**src/rtl/link_train_sequencer_if.sv**
```systemverilog
// Control/status bundle between the lane sequencer and the RX IOD, bit-align core and PRBS checker.
interface link_train_sequencer_if;
  localparam int unsigned RETRY_W = 8;
  localparam int unsigned STATE_W = 3;
  localparam int unsigned ERR_W   = 16;

  logic               EN;
  logic               PLL_LOCK;
  logic               CLK_TRAIN_DONE;
  logic               CLK_TRAIN_ERROR;
  logic               BIT_ALGN_DONE;
  logic               BIT_ALGN_ERR;
  logic               BIT_ALGN_OOR;
  logic               PRBS_ERR;
  logic               RX_CLK_TRAIN_RESTART;
  logic               BIT_ALGN_RSTRT;
  logic               LINK_UP;
  logic               LINK_FAIL;
  logic [RETRY_W-1:0] RETRY_CNT;
  logic [STATE_W-1:0] STATE;
  logic [ERR_W-1:0]   ERR_CNT;

  modport slave (
    input  EN, PLL_LOCK, CLK_TRAIN_DONE, CLK_TRAIN_ERROR,
           BIT_ALGN_DONE, BIT_ALGN_ERR, BIT_ALGN_OOR, PRBS_ERR,
    output RX_CLK_TRAIN_RESTART, BIT_ALGN_RSTRT, LINK_UP, LINK_FAIL,
           RETRY_CNT, STATE, ERR_CNT
  );

  modport master (
    output EN, PLL_LOCK, CLK_TRAIN_DONE, CLK_TRAIN_ERROR,
           BIT_ALGN_DONE, BIT_ALGN_ERR, BIT_ALGN_OOR, PRBS_ERR,
    input  RX_CLK_TRAIN_RESTART, BIT_ALGN_RSTRT, LINK_UP, LINK_FAIL,
           RETRY_CNT, STATE, ERR_CNT
  );
endinterface

```
**src/rtl/link_train_sequencer.sv**
```systemverilog
// RX lane bring-up sequencer: PLL lock wait, clock training, bit alignment, PRBS soak, retry/fail.
// Optional: define LINK_AUTO_RETRAIN_EN to retrain after the 16th PRBS error in LINK_UP.
module link_train_sequencer #(
  parameter int unsigned LOCK_WAIT     = 1024,
  parameter int unsigned TRAIN_TIMEOUT = 65535,
  parameter int unsigned SOAK_CYCLES   = 4096,
  parameter int unsigned MAX_RETRIES   = 7,
  parameter int unsigned RSTRT_LEN     = 4,
  parameter int unsigned TMR_W         = 20
) (
  input  logic                   SCLK,
  input  logic                   RESETN,
  link_train_sequencer_if.slave  bus
);

  localparam int unsigned RETRY_W = 8;
  localparam int unsigned ERR_W   = 16;

  localparam logic [TMR_W-1:0]   LOCK_LAST   = TMR_W'(LOCK_WAIT - 1);
  localparam logic [TMR_W-1:0]   TRAIN_LAST  = TMR_W'(TRAIN_TIMEOUT - 1);
  localparam logic [TMR_W-1:0]   SOAK_LAST   = TMR_W'(SOAK_CYCLES - 1);
  localparam logic [TMR_W-1:0]   PULSE_LEN   = TMR_W'(RSTRT_LEN);
  localparam logic [RETRY_W-1:0] RETRY_MAX   = RETRY_W'(MAX_RETRIES);
  localparam logic [ERR_W-1:0]   ERR_SAT     = '1;
`ifdef LINK_AUTO_RETRAIN_EN
  localparam logic [ERR_W-1:0]   RETRAIN_THR = ERR_W'(15);
`endif

  typedef enum logic [2:0] {
    ST_IDLE      = 3'd0,
    ST_WAIT_LOCK = 3'd1,
    ST_CLK_TRAIN = 3'd2,
    ST_BIT_ALIGN = 3'd3,
    ST_SOAK      = 3'd4,
    ST_LINK_UP   = 3'd5,
    ST_RETRY     = 3'd6,
    ST_FAIL      = 3'd7
  } state_t;

  state_t             state_q, state_d;
  logic [TMR_W-1:0]   timer_q, timer_d;
  logic [RETRY_W-1:0] retry_q, retry_d;
  logic [ERR_W-1:0]   err_q, err_d;
  logic               clk_rst_q, clk_rst_d;
  logic               ba_rst_q, ba_rst_d;
  logic               up_q, up_d;
  logic               fail_q, fail_d;
  logic               pulse_done;
  logic               lock_lost;

  // Done/error levels only count once the restart pulse has finished.
  assign pulse_done = (timer_q >= PULSE_LEN);
  assign lock_lost  = !bus.PLL_LOCK;

  // State, timer, counters and registered outputs.
  always_ff @(posedge SCLK or negedge RESETN) begin
    if (!RESETN) begin
      state_q   <= ST_IDLE;
      timer_q   <= '0;
      retry_q   <= '0;
      err_q     <= '0;
      clk_rst_q <= 1'b0;
      ba_rst_q  <= 1'b0;
      up_q      <= 1'b0;
      fail_q    <= 1'b0;
    end else begin
      state_q   <= state_d;
      timer_q   <= timer_d;
      retry_q   <= retry_d;
      err_q     <= err_d;
      clk_rst_q <= clk_rst_d;
      ba_rst_q  <= ba_rst_d;
      up_q      <= up_d;
      fail_q    <= fail_d;
    end
  end

  // Next-state, timer and next-output logic.
  always_comb begin
    state_d   = state_q;
    timer_d   = '0;
    retry_d   = retry_q;
    err_d     = err_q;
    clk_rst_d = 1'b0;
    ba_rst_d  = 1'b0;
    up_d      = 1'b0;
    fail_d    = 1'b0;

    case (state_q)
      ST_IDLE: begin
        if (bus.EN) begin
          state_d = ST_WAIT_LOCK;
          retry_d = '0;
          err_d   = '0;
        end
      end
      ST_WAIT_LOCK: begin
        if (bus.PLL_LOCK && (timer_q == LOCK_LAST)) state_d = ST_CLK_TRAIN;
      end
      ST_CLK_TRAIN: begin
        if (lock_lost)                                state_d = ST_RETRY;
        else if (pulse_done && bus.CLK_TRAIN_ERROR)   state_d = ST_RETRY;
        else if (pulse_done && bus.CLK_TRAIN_DONE)    state_d = ST_BIT_ALIGN;
        else if (timer_q == TRAIN_LAST)               state_d = ST_RETRY;
      end
      ST_BIT_ALIGN: begin
        if (lock_lost)                                             state_d = ST_RETRY;
        else if (pulse_done && (bus.BIT_ALGN_ERR || bus.BIT_ALGN_OOR)) state_d = ST_RETRY;
        else if (pulse_done && bus.BIT_ALGN_DONE)                  state_d = ST_SOAK;
        else if (timer_q == TRAIN_LAST)                            state_d = ST_RETRY;
      end
      ST_SOAK: begin
        if (lock_lost || bus.PRBS_ERR) state_d = ST_RETRY;
        else if (timer_q == SOAK_LAST) state_d = ST_LINK_UP;
      end
      ST_LINK_UP: begin
        if (bus.PRBS_ERR && (err_q != ERR_SAT)) err_d = err_q + 1'b1;
        if (lock_lost) state_d = ST_RETRY;
`ifdef LINK_AUTO_RETRAIN_EN
        else if (bus.PRBS_ERR && (err_q >= RETRAIN_THR)) state_d = ST_RETRY;
`endif
      end
      ST_RETRY: begin
        if (retry_q == RETRY_MAX) begin
          state_d = ST_FAIL;
        end else begin
          state_d = ST_WAIT_LOCK;
          retry_d = retry_q + 1'b1;
`ifdef LINK_AUTO_RETRAIN_EN
          err_d   = '0;
`endif
        end
      end
      ST_FAIL: state_d = ST_FAIL;
      default: state_d = ST_IDLE;
    endcase

    // Disable overrides everything and returns to a clean idle.
    if (!bus.EN) begin
      state_d = ST_IDLE;
      retry_d = '0;
      err_d   = '0;
    end

    // Timer restarts on every state change; WAIT_LOCK counts consecutive lock only.
    if (state_d == state_q) begin
      case (state_q)
        ST_WAIT_LOCK:                   timer_d = bus.PLL_LOCK ? timer_q + 1'b1 : '0;
        ST_CLK_TRAIN, ST_BIT_ALIGN,
        ST_SOAK:                        timer_d = timer_q + 1'b1;
        default:                        timer_d = '0;
      endcase
    end

    clk_rst_d = (state_d == ST_CLK_TRAIN) && (timer_d < PULSE_LEN);
    ba_rst_d  = (state_d == ST_BIT_ALIGN) && (timer_d < PULSE_LEN);
    up_d      = (state_d == ST_LINK_UP);
    fail_d    = (state_d == ST_FAIL);
  end

  assign bus.STATE                = state_q;
  assign bus.RETRY_CNT            = retry_q;
  assign bus.ERR_CNT              = err_q;
  assign bus.RX_CLK_TRAIN_RESTART = clk_rst_q;
  assign bus.BIT_ALGN_RSTRT       = ba_rst_q;
  assign bus.LINK_UP              = up_q;
  assign bus.LINK_FAIL            = fail_q;

endmodule
```
**src/flat_wrapper.sv**
```systemverilog
// flat-port wrapper written by rule: the top's interface ports become plain ports
module link_train_sequencer_flat 
#(
  parameter int unsigned LOCK_WAIT     = 1024,
  parameter int unsigned TRAIN_TIMEOUT = 65535,
  parameter int unsigned SOAK_CYCLES   = 4096,
  parameter int unsigned MAX_RETRIES   = 7,
  parameter int unsigned RSTRT_LEN     = 4,
  parameter int unsigned TMR_W         = 20
)
  (SCLK, RESETN, bus_EN, bus_PLL_LOCK, bus_CLK_TRAIN_DONE, bus_CLK_TRAIN_ERROR, bus_BIT_ALGN_DONE, bus_BIT_ALGN_ERR, bus_BIT_ALGN_OOR, bus_PRBS_ERR, bus_RX_CLK_TRAIN_RESTART, bus_BIT_ALGN_RSTRT, bus_LINK_UP, bus_LINK_FAIL, bus_RETRY_CNT, bus_STATE, bus_ERR_CNT);
  link_train_sequencer_if bus_i ();
  input  logic SCLK;
  input  logic RESETN;
  input wire logic [$bits(bus_i.EN)-1:0] bus_EN;
  input wire logic [$bits(bus_i.PLL_LOCK)-1:0] bus_PLL_LOCK;
  input wire logic [$bits(bus_i.CLK_TRAIN_DONE)-1:0] bus_CLK_TRAIN_DONE;
  input wire logic [$bits(bus_i.CLK_TRAIN_ERROR)-1:0] bus_CLK_TRAIN_ERROR;
  input wire logic [$bits(bus_i.BIT_ALGN_DONE)-1:0] bus_BIT_ALGN_DONE;
  input wire logic [$bits(bus_i.BIT_ALGN_ERR)-1:0] bus_BIT_ALGN_ERR;
  input wire logic [$bits(bus_i.BIT_ALGN_OOR)-1:0] bus_BIT_ALGN_OOR;
  input wire logic [$bits(bus_i.PRBS_ERR)-1:0] bus_PRBS_ERR;
  output wire logic [$bits(bus_i.RX_CLK_TRAIN_RESTART)-1:0] bus_RX_CLK_TRAIN_RESTART;
  output wire logic [$bits(bus_i.BIT_ALGN_RSTRT)-1:0] bus_BIT_ALGN_RSTRT;
  output wire logic [$bits(bus_i.LINK_UP)-1:0] bus_LINK_UP;
  output wire logic [$bits(bus_i.LINK_FAIL)-1:0] bus_LINK_FAIL;
  output wire logic [$bits(bus_i.RETRY_CNT)-1:0] bus_RETRY_CNT;
  output wire logic [$bits(bus_i.STATE)-1:0] bus_STATE;
  output wire logic [$bits(bus_i.ERR_CNT)-1:0] bus_ERR_CNT;
  assign bus_i.EN = bus_EN;
  assign bus_i.PLL_LOCK = bus_PLL_LOCK;
  assign bus_i.CLK_TRAIN_DONE = bus_CLK_TRAIN_DONE;
  assign bus_i.CLK_TRAIN_ERROR = bus_CLK_TRAIN_ERROR;
  assign bus_i.BIT_ALGN_DONE = bus_BIT_ALGN_DONE;
  assign bus_i.BIT_ALGN_ERR = bus_BIT_ALGN_ERR;
  assign bus_i.BIT_ALGN_OOR = bus_BIT_ALGN_OOR;
  assign bus_i.PRBS_ERR = bus_PRBS_ERR;
  assign bus_RX_CLK_TRAIN_RESTART = bus_i.RX_CLK_TRAIN_RESTART;
  assign bus_BIT_ALGN_RSTRT = bus_i.BIT_ALGN_RSTRT;
  assign bus_LINK_UP = bus_i.LINK_UP;
  assign bus_LINK_FAIL = bus_i.LINK_FAIL;
  assign bus_RETRY_CNT = bus_i.RETRY_CNT;
  assign bus_STATE = bus_i.STATE;
  assign bus_ERR_CNT = bus_i.ERR_CNT;
  link_train_sequencer #(.LOCK_WAIT(LOCK_WAIT), .TRAIN_TIMEOUT(TRAIN_TIMEOUT), .SOAK_CYCLES(SOAK_CYCLES), .MAX_RETRIES(MAX_RETRIES), .RSTRT_LEN(RSTRT_LEN), .TMR_W(TMR_W)) u_core (.SCLK(SCLK), .RESETN(RESETN), .bus(bus_i));
endmodule
```
**config.mk**
```make
export PLATFORM = sky130hd
export DESIGN_NAME = link_train_sequencer_flat
export DESIGN_NICKNAME = d
export VERILOG_FILES = /design/src/rtl/link_train_sequencer_if.sv /design/src/rtl/link_train_sequencer.sv /design/src/flat_wrapper.sv
export SDC_FILE = /design/constraint.sdc
export NUM_CORES = 1
export LEC_CHECK = 0
export CAP_MARGIN = 0
export CORE_MARGIN = 10
export CORE_UTILIZATION = 51
export DETAILED_ROUTE_END_ITERATION = 12
export PLACE_DENSITY = 0.76
export SYNTH_ARGS = -nofsm -noshare
export SYNTH_HDL_FRONTEND = slang
export SYNTH_SLANG_ARGS = --single-unit
```
**constraint.sdc**
```tcl
create_clock -name SCLK -period 2.4 [get_ports SCLK]
set_input_delay 0.48 -clock SCLK [delete_from_list [all_inputs] [get_ports SCLK]]
set_output_delay 0.48 -clock SCLK [all_outputs]
set_load 0.03 [all_outputs]
```
==> flow_summary_export.csv <==
group,metric,value,unit
status,status,"finished with violations",
status,violations,"negative setup slack",
timing,rsz0062_at_grt,"true",
critical_path,start_kind,"register",
critical_path,crit_cells,7,
cts,cts_tree,"built",
global_route,grt_pass1_vias,3148,
global_route,grt_max_degree,30,
detailed_routing,ant_nets,0,
synth,yosysUniqueCellTypes,58,
timing,maxSlewHeadroom,55.22,%
layout,diodes,0,
floorplan,die_y,100.2,um
critical_path,regToRegStartpoint,"u_core.timer_q[16]",
critical_path,r2r_cells,7,
layout,nets,504,
critical_path,r2r_end,"u_core.bus.RX_CLK_TRAIN_RESTART",
place,gp_congestion,0.9613,
critical_path,critPathTopFamily,"simple AND/OR/NAND/NOR gates",
layout,syn_to_final_growth,39.47,%
synth,syn_area,0.003278,mm2
floorplan,start_util,51.92,%
global_route,antenna_found_initial,0,
worst_hold_path,min_path_type,"input pin to async pin",
floorplan,die_x,100.2,um
synth,ys_ff_latch,51,
layout,stdcell_count,567,
synth,ys.warnings.count,0,
synth,dominantRegCellSynth,"dfrtp_1",
place,place_ws,-0.3424,ns
synth,async_flop_share,100.0,%
layout,mostFrequentLayoutCell,"buf_4",
cts,cts.sinks,51,
layout,fillCellCount,468,
pwr,ir_drop,0.3141,mV
global_route,grt_remaining_overflow,0,
synth,netlist_instances,382,
synth,synth-edff-count,0,
layout,multi_input_area,0.002024,mm2
synth,mappedNetlistNets,397,
timing,worst_pin_slew,0.6718,ns
place,numPortBuffers,40,
detailed_routing,routed_via_density,5.831,
cts,cts_buffer_depth,2,
pwr,finalPower,1.605,mW
critical_path,regToRegSetupSlack,-0.21,ns
critical_path,critPathCaptureType,"register",
critical_path,cpMaxStageDelayCell,"or4_4",
synth,yosysSeqAreaShare,38.93,%
detailed_routing,drt-total-wl,9137,um
cts,clk_pin_slew,0.10,ns
place,placed_area,0.004227,mm2
synth,syn_avg_cell_area,8.582,um2
floorplan,core_area,0.006314,mm2
critical_path,cp_num_buf_inv,0,
timing,fin_crit,2.608,ns
critical_path,path_cells,"or4_4, or4_4, o32ai_4, nand4_1, a31oi_4, nand4_4, o2111a_1",
detailed_routing,vias,3306,
place,hpwl,6546,um
critical_path,cp.arrival,2.82,ns
global_route,grt_pass1_wl,14960,um
timing,slew_violations,0,
layout,drive_gt1_share,28.57,%
detailed_routing,routedWlPerCell,16.11,um
floorplan,rows,29,
layout,stdcell_area,0.004572,mm2
timing,fin_skew,0.01170,ns
critical_path,worst_path_most_repeated_cell,"or4_4",
pwr,p_leak,1.920,nW
layout,mostFrequentLayoutCells,"buf_4 (77), dfrtp_1 (49), nor2_1 (43), clkdlybuf4s50_1 (39), nand2_1 (36)",
timing,finalHoldViolCount,0,
timing,setup_viol,26,
detailed_routing,drt_first_pass_iters,5,
detailed_routing,drc_errors,0,
timing,finalSetupTns,-4.263,ns
floorplan,die-area,0.01004,mm2
global_route,gr-usage-all-layers,17.61,%
timing,clock.fmax,383.4,MHz
cts,clk_latency,0.32,ns
critical_path,worstPathRequired,2.61,ns
cts,numCtsBuffers,5,
timing,final.setup.worst_slack,-0.2083,ns
flow_run,drv_cap,0,
detailed_routing,drtIter0Drc,198,
cts,cts_root_buf,"clkbuf_8",
floorplan,ios,41,
critical_path,crit_fanout,4,
pwr,power_density,351.1,mW/mm2
cts,cts.htree.levels,2,
critical_path,critPathKind,"register to register",
timing,period_share,108.7,%
critical_path,slowest_delay,0.58,ns
layout,regArea,0.001279,mm2
place,place_inst,551,
area by class of cell:
type                    count  share of cell area (%)
multi-input cells         300                   44.28
flip-flops and latches     51                   27.97
inverters                  11                  0.9031
well taps                  77                   2.107
clock inverters             3                   1.040
clock buffers               5                   1.505
repair buffers            120                   22.19
how the worst max path moves through the flow:
stage,startpoint,to,slack [ns]
floorplan,u_core.timer_q[13],u_core.timer_q[9],-0.10
global placement,bus_PLL_LOCK,u_core.timer_q[6],-0.26
global route,u_core.timer_q[17],u_core.bus.RX_CLK_TRAIN_RESTART,-0.29
detailed placement,bus_PLL_LOCK,u_core.timer_q[10],-0.34
finish,u_core.timer_q[16],u_core.bus.RX_CLK_TRAIN_RESTART,-0.21
CTS,u_core.timer_q[13],u_core.bus.RX_CLK_TRAIN_RESTART,-0.14
power breakdown:
group	internal, mW	total (mW)	switching, mW	leakage [nW]
combinational	0.0486	0.116	0.0671	1.15
clock	0.316	0.627	0.310	0.0587
sequential	0.860	0.863	0.00278	0.707
total	1.22	1.61	0.380	1.92
synth_stat cells, types with 9 or more instances:
| library cell | count | area (um2) |
|---|---|---|
| dfrtp_1 | 51 | 1276 |
| inv_1 | 11 | 41.29 |
| xor2_1 | 14 | 122.6 |
| nand4_1 | 14 | 87.58 |
| nor3_1 | 11 | 55.05 |
| nor2_1 | 47 | 176.4 |
| clkbuf_1 | 12 | 45.04 |
| nand3_1 | 18 | 90.09 |
| o21ai_0 | 33 | 165.2 |
| nand2_1 | 36 | 135.1 |
| a31oi_1 | 9 | 56.30 |
| xnor2_1 | 13 | 113.9 |
metrics by stage:
stage | utilization, % | hold slack (ns)
4_1_cts | 70.87 | 0.2079
3_3_place_gp | 66.94 | 0.5071
6_report | 72.41 | 0.1910
5_1_grt | 72.41 | 0.2305
2_1_floorplan | - | 0.1844
3_5_place_dp | 66.94 | 0.5158
logic make-up (layout without fill, tap and decap cells):
kind of cell | after synthesis | count (layout) | synth area share [%]
adder cells (fa/ha/maj) | 5 | 5 | 1.908
multiplexers | 3 | 3 | 1.069
AO/OA/AOI/OAI | 78 | 78 | 15.80
AND/OR/NAND/NOR | 187 | 187 | 30.65
flip-flops | 51 | 51 | 38.93
XOR/XNOR | 27 | 27 | 7.214
buffers and inverters | 31 | 139 | 4.427
layer usage:
layer,share of wire (%),GRT usage (%),wire (um),up-vias
li1,-,-,-,1592
met1,45,23.37,4072,1586
met2,47,27.89,4315,114
met3,6.9,4.121,627,14
met4,1.3,5.000,122,0
met5,0,0,0,-
timing repair:
action / CTS / global route
setup buffers: 5 / 3
setup endpoints to repair: 25 / 26
hold buffers: 0 / 0
resized for setup: 16 / 19
pin swaps: 8 / 10
registers in the layout (all words and copies together), names as in the netlist:
register	flops
u_core.bus.LINK_UP	1
u_core.timer_q	20
u_core.bus.RX_CLK_TRAIN_RESTART	1
u_core.bus.BIT_ALGN_RSTRT	1
u_core.bus.ERR_CNT	16
u_core.bus.RETRY_CNT	8
u_core.bus.LINK_FAIL	1
u_core.bus.STATE	3
(Power assumes the default switching activity.)
==> RTL change 1, RTL diff (config.mk and constraints unchanged) <==
Make the reset (`RESETN`) synchronous in one clocked block.
--- a/src/rtl/link_train_sequencer.sv
+++ b/src/rtl/link_train_sequencer.sv
@@ -53,7 +53,7 @@
   assign lock_lost  = !bus.PLL_LOCK;
 
   // State, timer, counters and registered outputs.
-  always_ff @(posedge SCLK or negedge RESETN) begin
+  always_ff @(posedge SCLK) begin
     if (!RESETN) begin
       state_q   <= ST_IDLE;
       timer_q   <= '0;
Function: differs if RESETN is asserted again (counterexample within 4 cycles, from zero or initial values and one cycle with RESETN low); with RESETN held inactive, the same outputs for 10 cycles.
==> RTL change 1 against the original RTL <==
  * The run still ends with negative setup slack left
  * Critical path type unchanged
  * Clock power is 2% lower
  * Total power is 3.8% lower
  * Sequential cell count stayed put
  * Critical path depth is 2 higher
  * Combinational power is 29% lower
  * Critical endpoint is now u_core.timer_q[18]
  * Highest routed layer unchanged
  * Final area is 11% lower
  * Sequential share of layout area is 2.8 points lower
  * Setup slack worse by 0.13 ns
  * Area after synthesis is 12% lower
  * Routed wire length is 10% lower
==> RTL change 1: results (changes against the original RTL) <==
[metrics] routability congestion estimate: 0.882 (was 0.961)
[metrics] footprint of the multi-input gates: 1810 um2 (was 2020 um2)
[metrics] Post-Synthesis Mean Instance Area: 8.21 um2 (was 8.58 um2)
[metrics] cell types with the highest counts after synthesis: sky130_fd_sc_hd__dfxtp_1, sky130_fd_sc_hd__nor2_1, sky130_fd_sc_hd__nand2_1, sky130_fd_sc_hd__nand3_1, sky130_fd_sc_hd__xor2_1 (was sky130_fd_sc_hd__dfrtp_1, sky130_fd_sc_hd__nor2_1, sky130_fd_sc_hd__nand2_1, sky130_fd_sc_hd__o21ai_0, sky130_fd_sc_hd__nand3_1)
[metrics] number of non-clock inverters: 10 (was 11)
[metrics] xor and xnor area share after synthesis: 11.2% (was 7.21%)
[metrics] Setup-failing EPs final: 22 (was 26)
[metrics] FILL cells: 422 (was 468)
[metrics] area fraction in compound gates after synthesis: 10.6% (was 15.8%)
[metrics] part of the Yosys area used for sequential elements: 35.2% (was 38.9%)
[metrics] NumNets Final: 471 (was 504)
[metrics] part of the total power dissipated in combinational logic: 5.4% (was 7.2%)
[metrics] total number of vias: 2944 (was 3306)
[metrics] delay contributed by the slowest stage of the critical path: 0.56 ns (was 0.58 ns)
[metrics] Post-Synthesis Net Count: 368 (was 397)
[metrics] portion of the layout cell area used by clock cells: 2.62% (was 2.55%)
[metrics] start point of the critical path: u_core.timer_q[13] (was u_core.timer_q[16])
[metrics] Post-Route Hold Slack: 0.516 ns (was 0.191 ns)
[metrics] outcome: finished, violations left (unchanged)
[metrics] buffer count excluding the clock tree in the final layout: 114 (was 120)
[metrics] WP data arrival: 2.99 ns (was 2.82 ns)
[metrics] detailed-route wire length per cell: 15.6 um (was 16.1 um)
[metrics] number of design-rule violations left by the first detailed-router iteration: 136 (was 198)
[metrics] violated checks: negative setup slack (unchanged)
[metrics] peak supply drop: 214 uV (was 314 uV)
[metrics] iteration count of the initial detailed-routing pass: 4 (was 5)
[metrics] power share of the clock group: 39.7% (was 39.0%)
[metrics] final worst slack: -0.334 ns (was -0.208 ns)
[metrics] Sum Neg Setup Slack: -6.41 ns (was -4.26 ns)
[metrics] Synth Area in Adders: 2.16% (was 1.91%)
[metrics] buffer count from post-CTS setup fixing: 0 (was 5)
[metrics] number of different library cells in the post-synthesis netlist: 59 (was 58)
[metrics] signal buffers share of area: 24.4% (was 22.2%)
[metrics] share of flip-flops with an asynchronous set or reset after synthesis: 0% (was 100%)
## RTL change 1: cell count changes in the layout (fill, tap and decap cells not counted), moves of 5 or more
cell / delta
sky130_fd_sc_hd__a31oi_1: -5
sky130_fd_sc_hd__buf_4: -6
sky130_fd_sc_hd__dfrtp_1: -49
sky130_fd_sc_hd__dfxtp_1: +50
sky130_fd_sc_hd__nand2_1: -9
sky130_fd_sc_hd__nand3_1: +7
sky130_fd_sc_hd__nor2_2: +6
sky130_fd_sc_hd__o21ai_0: -26
sky130_fd_sc_hd__o31ai_1: -5
sky130_fd_sc_hd__xor2_1: +8
## RTL change 1: per-layer routing
| layer | wire length [um] | track usage, % | up-vias |
|---|---|---|---|
| met5 | 0 | 0 | - |
| met4 | 99 | 5.16 | 0 |
| met3 | 471 | 3.30 | 11 |
| met2 | 4160 | 31.4 | 77 |
| met1 | 3490 | 19.5 | 1409 |
| li1 | - | - | 1447 |
==> RTL change 2, RTL diff (config.mk and constraints unchanged) <==
Made on the original files. `TMR_W` is set to 20 in 2 places; all go to 40.
--- a/src/rtl/link_train_sequencer.sv
+++ b/src/rtl/link_train_sequencer.sv
@@ -6,7 +6,7 @@
   parameter int unsigned SOAK_CYCLES   = 4096,
   parameter int unsigned MAX_RETRIES   = 7,
   parameter int unsigned RSTRT_LEN     = 4,
-  parameter int unsigned TMR_W         = 20
+  parameter int unsigned TMR_W         = 40
 ) (
   input  logic                   SCLK,
   input  logic                   RESETN,
--- a/src/flat_wrapper.sv
+++ b/src/flat_wrapper.sv
@@ -6,7 +6,7 @@
   parameter int unsigned SOAK_CYCLES   = 4096,
   parameter int unsigned MAX_RETRIES   = 7,
   parameter int unsigned RSTRT_LEN     = 4,
-  parameter int unsigned TMR_W         = 20
+  parameter int unsigned TMR_W         = 40
 )
   (SCLK, RESETN, bus_EN, bus_PLL_LOCK, bus_CLK_TRAIN_DONE, bus_CLK_TRAIN_ERROR, bus_BIT_ALGN_DONE, bus_BIT_ALGN_ERR, bus_BIT_ALGN_OOR, bus_PRBS_ERR, bus_RX_CLK_TRAIN_RESTART, bus_BIT_ALGN_RSTRT, bus_LINK_UP, bus_LINK_FAIL, bus_RETRY_CNT, bus_STATE, bus_ERR_CNT);
   link_train_sequencer_if bus_i ();
Formal check against the unedited RTL: same outputs for any inputs over 10 cycles, from zero or initial values and one cycle with RESETN low; that may be too few to reach the edited logic, so the function may still have changed.
==> RTL change 2 against the original RTL <==
  * The run still ends with negative setup slack left
  * Synthesized cell count grew 39%
  * Routed wire length increased by 37%
  * Clock skew shrank 0.0014 ns
  * Total power rose by 41%
  * Final area is 35% higher
  * Area after synthesis up 36%
  * Cell count grew 40%
  * Clock power grew 52%
  * Setup slack worse by 0.40 ns
  * Sequential cell count increased by 20
  * Non-clock buffer count increased by 50
  * Sequential power is 39% higher
  * First-iteration DRC count increased by 26%
  * Critical endpoint is now u_core.timer_q[32]
==> RTL change 2: results (changes against the original RTL) <==
[metrics] FILL cells: 652 (was 468)
[metrics] cell types with the highest counts after synthesis: sky130_fd_sc_hd__nor2_1, sky130_fd_sc_hd__dfrtp_1, sky130_fd_sc_hd__nand2_1, sky130_fd_sc_hd__xor2_1, sky130_fd_sc_hd__xnor2_1 (was sky130_fd_sc_hd__dfrtp_1, sky130_fd_sc_hd__nor2_1, sky130_fd_sc_hd__nand2_1, sky130_fd_sc_hd__o21ai_0, sky130_fd_sc_hd__nand3_1)
[metrics] origin of the critical flop-to-flop path: u_core.timer_q[14] (was u_core.timer_q[16])
[metrics] buffer count from post-CTS setup fixing: 2 (was 5)
[metrics] Power Internal: 1750 uW (was 1220 uW)
[metrics] area fraction in compound gates after synthesis: 13.0% (was 15.8%)
[metrics] H-tree depth: 3 (was 2)
[metrics] outcome: finished, violations left (unchanged)
[metrics] number of different library cells in the post-synthesis netlist: 55 (was 58)
[metrics] met1 usage: 24.2% (was 23.4%)
[metrics] multiplexer share of the synthesized area: 0.252% (was 1.07%)
[metrics] xor and xnor area share after synthesis: 11.4% (was 7.21%)
[metrics] via count of the first global-routing pass: 4481 (was 3148)
[metrics] HPWL after detailed placement: 9200 um (was 6550 um)
[metrics] clock insertion delay at the later pin of the skew report: 0.34 ns (was 0.32 ns)
[metrics] cts bufs inserted: 9 (was 5)
[metrics] part of the Yosys area used for sequential elements: 39.7% (was 38.9%)
[metrics] GRT met2 Usage: 31.8% (was 27.9%)
[metrics] top cells by area in the synthesized netlist: sky130_fd_sc_hd__dfrtp_1, sky130_fd_sc_hd__nor2_1, sky130_fd_sc_hd__xor2_1, sky130_fd_sc_hd__xnor2_1, sky130_fd_sc_hd__nand2_1 (was sky130_fd_sc_hd__dfrtp_1, sky130_fd_sc_hd__nor2_1, sky130_fd_sc_hd__o21ai_0, sky130_fd_sc_hd__nand2_1, sky130_fd_sc_hd__xor2_1)
[metrics] GR met3 Demand/Resource: 4.20% (was 4.12%)
[metrics] Setup-failing EPs final: 46 (was 26)
[metrics] Synth Area in Adders: 1.40% (was 1.91%)
[metrics] Fin Clk Skew: 0.0103 ns (was 0.0117 ns)
[metrics] first-pass GRT wire length: 20900 um (was 15000 um)
[metrics] violated checks: negative setup slack (unchanged)
[metrics] destination of the critical timing path: u_core.timer_q[32] (was u_core.bus.RX_CLK_TRAIN_RESTART)
[metrics] leakage power: 0.00264 uW (was 0.00192 uW)
[metrics] worst-case setup slack after placement: -0.592 ns (was -0.342 ns)
[metrics] CP Max Fanout: 38 (was 4)
[metrics] max reg flops: 40 (was 20)
[metrics] final worst slack: -0.609 ns (was -0.208 ns)
[RTL change 2: worst max-delay path, delay by kind of cell (launching register included)]
kind,cells,cell delay [ns]
buf+inv,1,0.24
compound gates,4,0.72
flops,1,0.39
simple gates,4,1.54
[RTL change 2: cell type report]
type | instances | area share (%)
multi-input combinational | 419 | 42.9
sequential | 71 | 28.8
timing repair buffer | 170 | 22.6
clock buffer | 12 | 2.35
tap | 108 | 2.19
clock inverter | 4 | 0.729
inverter | 8 | 0.486
[RTL change 2: through the flow]
| stage | cells | hold WS [ns] | instance area (um2) | power (uW) | util [%] |
|---|---|---|---|---|---|
| CTS | 790 | 0.0724 | 6110 | 2280 | 70.7 |
| finish | 792 | 0.0643 | 6180 | 2270 | 71.5 |
| global placement | 773 | 0.434 | 5840 | 1330 | 67.6 |
| detailed placement | 773 | 0.440 | 5840 | 1330 | 67.6 |
| floorplan | 531 | 0.184 | 4490 | 1260 | - |
| global route | 792 | 0.0813 | 6180 | 2340 | 71.5 |
